<file path="src/rtl/axi4_to_axi3_rd_splitter.sv">
// AXI4 -> AXI3 read splitter.
// Takes one AXI4 read burst of up to 256 beats and re-issues it as a run of
// sub-bursts of at most C_MAX_BEATS beats. Read data passes straight through.
// Upstream RLAST is raised only on the final beat of the final sub-burst.
//
// Handshake rule on every channel: a transfer happens on a rising ACLK edge
// where VALID and READY are both 1. VALID never waits for READY. While
// VALID=1 and READY=0, the payload is held stable.
module axi4_to_axi3_rd_splitter #(
    parameter int C_ADDR_WIDTH = 32,
    parameter int C_DATA_WIDTH = 32,
    parameter int C_ID_WIDTH   = 6,
    parameter int C_MAX_BEATS  = 16
) (
    input  logic                    ACLK,
    input  logic                    ARESET,
    input  logic [C_ID_WIDTH-1:0]   S_AXI_ARID,
    input  logic [C_ADDR_WIDTH-1:0] S_AXI_ARADDR,
    input  logic [7:0]              S_AXI_ARLEN,
    input  logic [2:0]              S_AXI_ARSIZE,
    input  logic [1:0]              S_AXI_ARBURST,
    input  logic [1:0]              S_AXI_ARLOCK,
    input  logic [3:0]              S_AXI_ARCACHE,
    input  logic [2:0]              S_AXI_ARPROT,
    input  logic [3:0]              S_AXI_ARQOS,
    input  logic                    S_AXI_ARVALID,
    output logic                    S_AXI_ARREADY,
    output logic [C_ID_WIDTH-1:0]   S_AXI_RID,
    output logic [C_DATA_WIDTH-1:0] S_AXI_RDATA,
    output logic [1:0]              S_AXI_RRESP,
    output logic                    S_AXI_RLAST,
    output logic                    S_AXI_RVALID,
    input  logic                    S_AXI_RREADY,
    output logic [C_ID_WIDTH-1:0]   M_AXI_ARID,
    output logic [C_ADDR_WIDTH-1:0] M_AXI_ARADDR,
    output logic [3:0]              M_AXI_ARLEN,
    output logic [2:0]              M_AXI_ARSIZE,
    output logic [1:0]              M_AXI_ARBURST,
    output logic [1:0]              M_AXI_ARLOCK,
    output logic [3:0]              M_AXI_ARCACHE,
    output logic [2:0]              M_AXI_ARPROT,
    output logic [3:0]              M_AXI_ARQOS,
    output logic                    M_AXI_ARVALID,
    input  logic                    M_AXI_ARREADY,
    input  logic [C_ID_WIDTH-1:0]   M_AXI_RID,
    input  logic [C_DATA_WIDTH-1:0] M_AXI_RDATA,
    input  logic [1:0]              M_AXI_RRESP,
    input  logic                    M_AXI_RLAST,
    input  logic                    M_AXI_RVALID,
    output logic                    M_AXI_RREADY,
    output logic [1:0]              dbg_state
);

    localparam int         SHIFT       = $clog2(C_MAX_BEATS);
    localparam logic [8:0] MAX_BEATS_9 = 9'(C_MAX_BEATS);
    localparam logic [1:0] BURST_INCR  = 2'b01;

    typedef enum logic [1:0] {IDLE = 2'd0, ISSUE = 2'd1, DRAIN = 2'd2} state_t;

    state_t                  state;
    logic [C_ID_WIDTH-1:0]   id_r;
    logic [C_ADDR_WIDTH-1:0] addr_r;
    logic [3:0]              len_r;
    logic [2:0]              size_r;
    logic [1:0]              burst_r;
    logic [1:0]              lock_r;
    logic [3:0]              cache_r;
    logic [2:0]              prot_r;
    logic [3:0]              qos_r;
    logic [8:0]              beats_left;
    logic [8:0]              n_sub;
    logic [8:0]              sub_issued;
    logic [8:0]              sub_done;
    logic                    ar_ready_r;
    logic                    ar_valid_r;

    logic [4:0]              sub_beats;
    logic [C_ADDR_WIDTH-1:0] addr_step;
    logic                    r_hs;
    logic                    last_sub_r;
    logic                    final_r;
    logic                    m_ar_hs;
    logic                    last_ar;

    // Beat count of the sub-burst now on offer. Non-INCR bursts go out whole.
    always_comb begin
        sub_beats = 5'd0;
        if (burst_r != BURST_INCR)
            sub_beats = {1'b0, len_r} + 5'd1;
        else if (beats_left > MAX_BEATS_9)
            sub_beats = 5'(C_MAX_BEATS);
        else
            sub_beats = beats_left[4:0];
    end

    assign addr_step  = C_ADDR_WIDTH'(sub_beats) << size_r;
    assign r_hs       = M_AXI_RVALID & S_AXI_RREADY;
    assign last_sub_r = (sub_done == n_sub - 9'd1);
    assign final_r    = r_hs & M_AXI_RLAST & last_sub_r;
    assign m_ar_hs    = ar_valid_r & M_AXI_ARREADY;
    assign last_ar    = (sub_issued == n_sub - 9'd1);

    assign S_AXI_ARREADY = ar_ready_r;
    assign M_AXI_ARVALID = ar_valid_r;
    assign M_AXI_ARID    = id_r;
    assign M_AXI_ARADDR  = addr_r;
    assign M_AXI_ARLEN   = 4'(sub_beats - 5'd1);
    assign M_AXI_ARSIZE  = size_r;
    assign M_AXI_ARBURST = burst_r;
    assign M_AXI_ARLOCK  = lock_r;
    assign M_AXI_ARCACHE = cache_r;
    assign M_AXI_ARPROT  = prot_r;
    assign M_AXI_ARQOS   = qos_r;
    assign dbg_state     = state;

    // Read data passes through with no latency. Only RLAST is masked.
    assign S_AXI_RVALID = M_AXI_RVALID;
    assign M_AXI_RREADY = S_AXI_RREADY;
    assign S_AXI_RID    = M_AXI_RID;
    assign S_AXI_RDATA  = M_AXI_RDATA;
    assign S_AXI_RRESP  = M_AXI_RRESP;
    assign S_AXI_RLAST  = M_AXI_RLAST & last_sub_r;

    // Request FSM. sub_done counts completed sub-bursts in any state.
    always_ff @(posedge ACLK) begin
        if (ARESET) begin
            state      <= IDLE;
            id_r       <= '0;
            addr_r     <= '0;
            len_r      <= '0;
            size_r     <= '0;
            burst_r    <= '0;
            lock_r     <= '0;
            cache_r    <= '0;
            prot_r     <= '0;
            qos_r      <= '0;
            beats_left <= '0;
            n_sub      <= '0;
            sub_issued <= '0;
            sub_done   <= '0;
            ar_ready_r <= 1'b0;
            ar_valid_r <= 1'b0;
        end else begin
            if (r_hs && M_AXI_RLAST)
                sub_done <= sub_done + 9'd1;
            case (state)
                IDLE: begin
                    ar_ready_r <= 1'b1;
                    if (S_AXI_ARVALID && ar_ready_r) begin
                        id_r       <= S_AXI_ARID;
                        addr_r     <= S_AXI_ARADDR;
                        len_r      <= S_AXI_ARLEN[3:0];
                        size_r     <= S_AXI_ARSIZE;
                        burst_r    <= S_AXI_ARBURST;
                        lock_r     <= S_AXI_ARLOCK;
                        cache_r    <= S_AXI_ARCACHE;
                        prot_r     <= S_AXI_ARPROT;
                        qos_r      <= S_AXI_ARQOS;
                        beats_left <= {1'b0, S_AXI_ARLEN} + 9'd1;
                        n_sub      <= (S_AXI_ARBURST == BURST_INCR) ?
                                      (({1'b0, S_AXI_ARLEN} >> SHIFT) + 9'd1) : 9'd1;
                        sub_issued <= '0;
                        sub_done   <= '0;
                        ar_ready_r <= 1'b0;
                        ar_valid_r <= 1'b1;
                        state      <= ISSUE;
                    end
                end
                ISSUE: begin
                    if (m_ar_hs) begin
                        addr_r     <= addr_r + addr_step;
                        beats_left <= beats_left - 9'(sub_beats);
                        sub_issued <= sub_issued + 9'd1;
                        if (last_ar) begin
                            ar_valid_r <= 1'b0;
                            if (final_r) begin
                                ar_ready_r <= 1'b1;
                                state      <= IDLE;
                            end else begin
                                state <= DRAIN;
                            end
                        end
                    end
                end
                DRAIN: begin
                    if (final_r) begin
                        ar_ready_r <= 1'b1;
                        state      <= IDLE;
                    end
                end
                default: state <= IDLE;
            endcase
        end
    end

endmodule
</file>
<file path="config.mk">
export PLATFORM = sky130hd
export DESIGN_NAME = axi4_to_axi3_rd_splitter
export DESIGN_NICKNAME = d
export VERILOG_FILES = /design/src/rtl/axi4_to_axi3_rd_splitter.sv
export SDC_FILE = /design/constraint.sdc
export NUM_CORES = 1
export LEC_CHECK = 0
export BUFFER_PORTS_ARGS = -buffer_cell sky130_fd_sc_hd__buf_2
export CAP_MARGIN = 20
export CORE_UTILIZATION = 35
export DETAILED_ROUTE_END_ITERATION = 6
export PLACE_DENSITY_LB_ADDON = 0.12
export SYNTH_ARGS = -nofsm -noshare
export SYNTH_HDL_FRONTEND = slang
export SYNTH_SLANG_ARGS = --single-unit
</file>
<file path="constraint.sdc">
create_clock -name ACLK -period 3.9 [get_ports ACLK]
set_input_delay 0.195 -clock ACLK [delete_from_list [all_inputs] [get_ports ACLK]]
set_output_delay 0.195 -clock ACLK [all_outputs]
set_load 0.005 [all_outputs]
</file>
==> impl_results.md <==
* Status: finished clean
* Clk Latency, worst-skew pair at 0.35 ns
* Root Buffer: clkbuf_16
* Clock Tree Buf Depth at 2
* Post-CTS Setup Inserts at 0
* Maximum clock rate at 269.7 MHz
* Largest net degree at the start of global routing at just over 70
* Num CTS Buffers at 9
* Largest delay contributor family on the critical path: simple AND/OR/NAND/NOR gates
* CP dominant cell by count: o21ai_0
* Post-synth top area share at 0.3020
* Synthesized area at 6364 um^2
* All-Layer GR Usage at 0.1936
* Layout Nets at 1058
* Yosys warning total at 0
* Tightest Hold Check Type: input pin to flip-flop
* GR peak layer: met2
* Initial Utilization at 0.3629
* Worst Path Max Fanout at 14
* Final GP Congestion at 0.8697
* Yosys cell types at 68
* Yosys reg bits at 96
* Antenna violations before repair at 0
* Max-slew violations at 0
* CTS clk-pin slew, worst paths at around 0.07 ns
* Ys async rst share at 0
* Final HPWL DP at 12.70 mm
* Register area share after synthesis at 0.3020
* Number of synthesized flops with an enable pin at 0
* Synth Net Count at 976
* Worst slew pin tran at 0.8516 ns
* Max_slew headroom at 0.4323
* First-pass GRT wire length at 28.59 mm
* Crit-path max cell delay at about 0.42 ns
* DRC at 0
* Top-count cell post-synth: nand2_1
* WL final at 17.84 mm
* Die Span X at ~140 um
* Setup TNS at 0 ns
* Main synth FF type: dfxtp_1
* Layout Utilization at 0.4191
* Arr. time, crit path at 3.91 ns
* PwrDens at 460.3 nW/um^2
* Fillers at 1849
* Core ar. at ~18000 um^2
* Leakage power at 3.107 nW
* Vias/cell at 5.229
* Die extent in y at 136.8 um
* Clk sink count at 96
* Area delta synth->final at 15.49%
* Row count at 48
* Area of the multi-input gates at 3880 um^2
* Fin crit period at 3.708 ns
* M2 GR Usage at 0.3299
* VDD IR max at 0.2588 mV
* # IOs at 218
* Synth Instances at 834
* Die area at 18730 um^2
* # port buffers at 137
* Critical path type: flip-flop to flip-flop
* Avg Cell Area, Syn at about 7.6 um^2
* DP Worst Slack at -0.03290 ns
* GR met3 Demand/Resource at 0.04074
* Vias at 5993
* Cell taking the most area after synthesis: dfxtp_1
* # diodes at 0
* Slowest CP cell: or3_1
* Layout cells sized above 1 at 0.2237
* Largest cells by area after synthesis: dfxtp_1 30%, nand2_1 6.8%, a21oi_1 6.4%, ha_1 5.7%, buf_4 5.2%
* Post-DR wirelength/cell at 15.57 um
* Max-Cap Viols at 0
* Worst Path Buf+Inv at 1
* DRT iter0 DRCs at 387
* Synth top cells by count: 115 x nand2_1, 96 x dfxtp_1, 81 x a21oi_1
* H-tree depth at 3
* First-pass DRT Iterations at 5
* Antenna Nets Post-Route at 0
* Sequential cell area at a little under 2000 um^2
* Period utilization at 0.9508
* CTS tree: yes
* Grt ovf at 0
* Number of global-route vias before repair at 5732
* Worst setup SP type: flip-flop
* Final hold violations at 0
* CP Cell Sequence: or3_1, nor3_4, a31oi_1, mux2_2, nor2_1, o21ai_0, o21ai_0, ha_1, or2_2, a31o_2, o21ai_2, o211ai_1, buf_4, and3_1, a32oi_1, a21oi_1
* Final non-filler cell total at 1146
* Worst hold slack at 0.07837 ns
* Met1 Usage GRT at 0.2447
* Placed cells at ~1100
* Critical Path RT at 4.10 ns
* Final Skew at 0.007067 ns
* Worst setup margin at 0.1918 ns
* Endpoints failing setup at 0
* Worst Setup End Kind: flip-flop
==> cell type report <==
type,count,share of cell area
Clock buffer,10,0.03252
Clock inverter,6,0.009193
Inverter,27,0.01379
Multi-Input combinational cell,622,0.5279
Sequential cell,96,0.2615
Tap cell,225,0.03830
Timing Repair Buffer,160,0.1168
==> worst register-to-register path, stage by stage, from the launching register on <==
cell and delay [ns]:
dfxtp_1 0.31, or3_1 0.42, nor3_4 0.25, a31oi_1 0.19
mux2_2 0.34, nor2_1 0.09, o21ai_0 0.08, o21ai_0 0.08
ha_1 0.26, or2_2 0.32, a31o_2 0.27, o21ai_2 0.17
o211ai_1 0.10, buf_4 0.20, and3_1 0.19, a32oi_1 0.19
a21oi_1 0.09
==> where the power goes <==
group	leakage, nW	switching [mW]	total (mW)	internal [mW]
registers	0.783	0.142	1.25	1.11
logic	2.18	0.697	1.20	0.504
clock network	0.145	0.416	0.934	0.518
==> cells in the final DEF (no fill, tap or decap), drive strengths merged, types with 7 or more instances in the layout <==
master / instances
nor4: 7
nand4: 11
and3: 13
a211o: 7
xnor2: 21
nand3: 35
nor2: 77
ha: 29
nor3: 11
o211ai: 9
clkbuf: 10
and2: 10
buf: 160
a21oi: 81
inv: 27
nand2: 115
o22ai: 8
a211oi: 14
or3: 7
dfxtp: 96
mux2i: 15
a31oi: 10
o21ai: 39
xor2: 22
==> final timing paths <==
check | start | endpoint | slack (ns) | cells past startpoint
setup / recovery | beats_left[6] | M_AXI_ARADDR[17] | 0.19 | 16
hold / removal | S_AXI_ARCACHE[0] | M_AXI_ARCACHE[0] | 0.08 | 3
setup reg to reg | beats_left[6] | M_AXI_ARADDR[17] | 0.19 | 16
hold reg to reg | M_AXI_ARLOCK[1] | M_AXI_ARLOCK[1] | 0.45 | 2
==> cells by family (layout without fill, tap and decap cells) <==
group           count (synthesis)  after routing  synth area share
simple gates                  314            314            0.2318
compound gates                215            215            0.2169
buf+inv                       116            203           0.09615
flops                          96             96            0.3020
xor+xnor                       43             43           0.05918
fa+ha+maj                      31             31           0.06331
mux                            19             19           0.03067
==> per-layer routing <==
layer	vias to the layer above	routed length, um
met5	-	0
met3	34	824
li1	3085	-
met4	0	293
met2	138	8495
met1	2736	8229
==> per-stage QoR <==
stage	cell area (um^2)	power, mW
finish	7350	3.383
global route	7350	3.628
CTS	7310	3.411
detailed placement	6997	2.458
global placement	6997	2.462
floorplan	6364	2.068
==> sequential cells by signal, summed over array words and instances, names as in the netlist, 4 cells and up <==
signal and count:
n_sub 5, M_AXI_ARADDR 32, sub_issued 9, beats_left 9, M_AXI_ARCACHE 4, len_r 4
sub_done 9, M_AXI_ARID 6, M_AXI_ARQOS 4
==> what timing repair did <==
action                                 4_1_cts  5_1_grt
resized for setup                            1       13
pin swaps                                    0        0
hold buffers                                 0        0
cloned                                       0        0
endpoints found under the hold margin        0        0
setup endpoints to repair                    3       20
No activity file was read; power rests on OpenSTA's default activity.
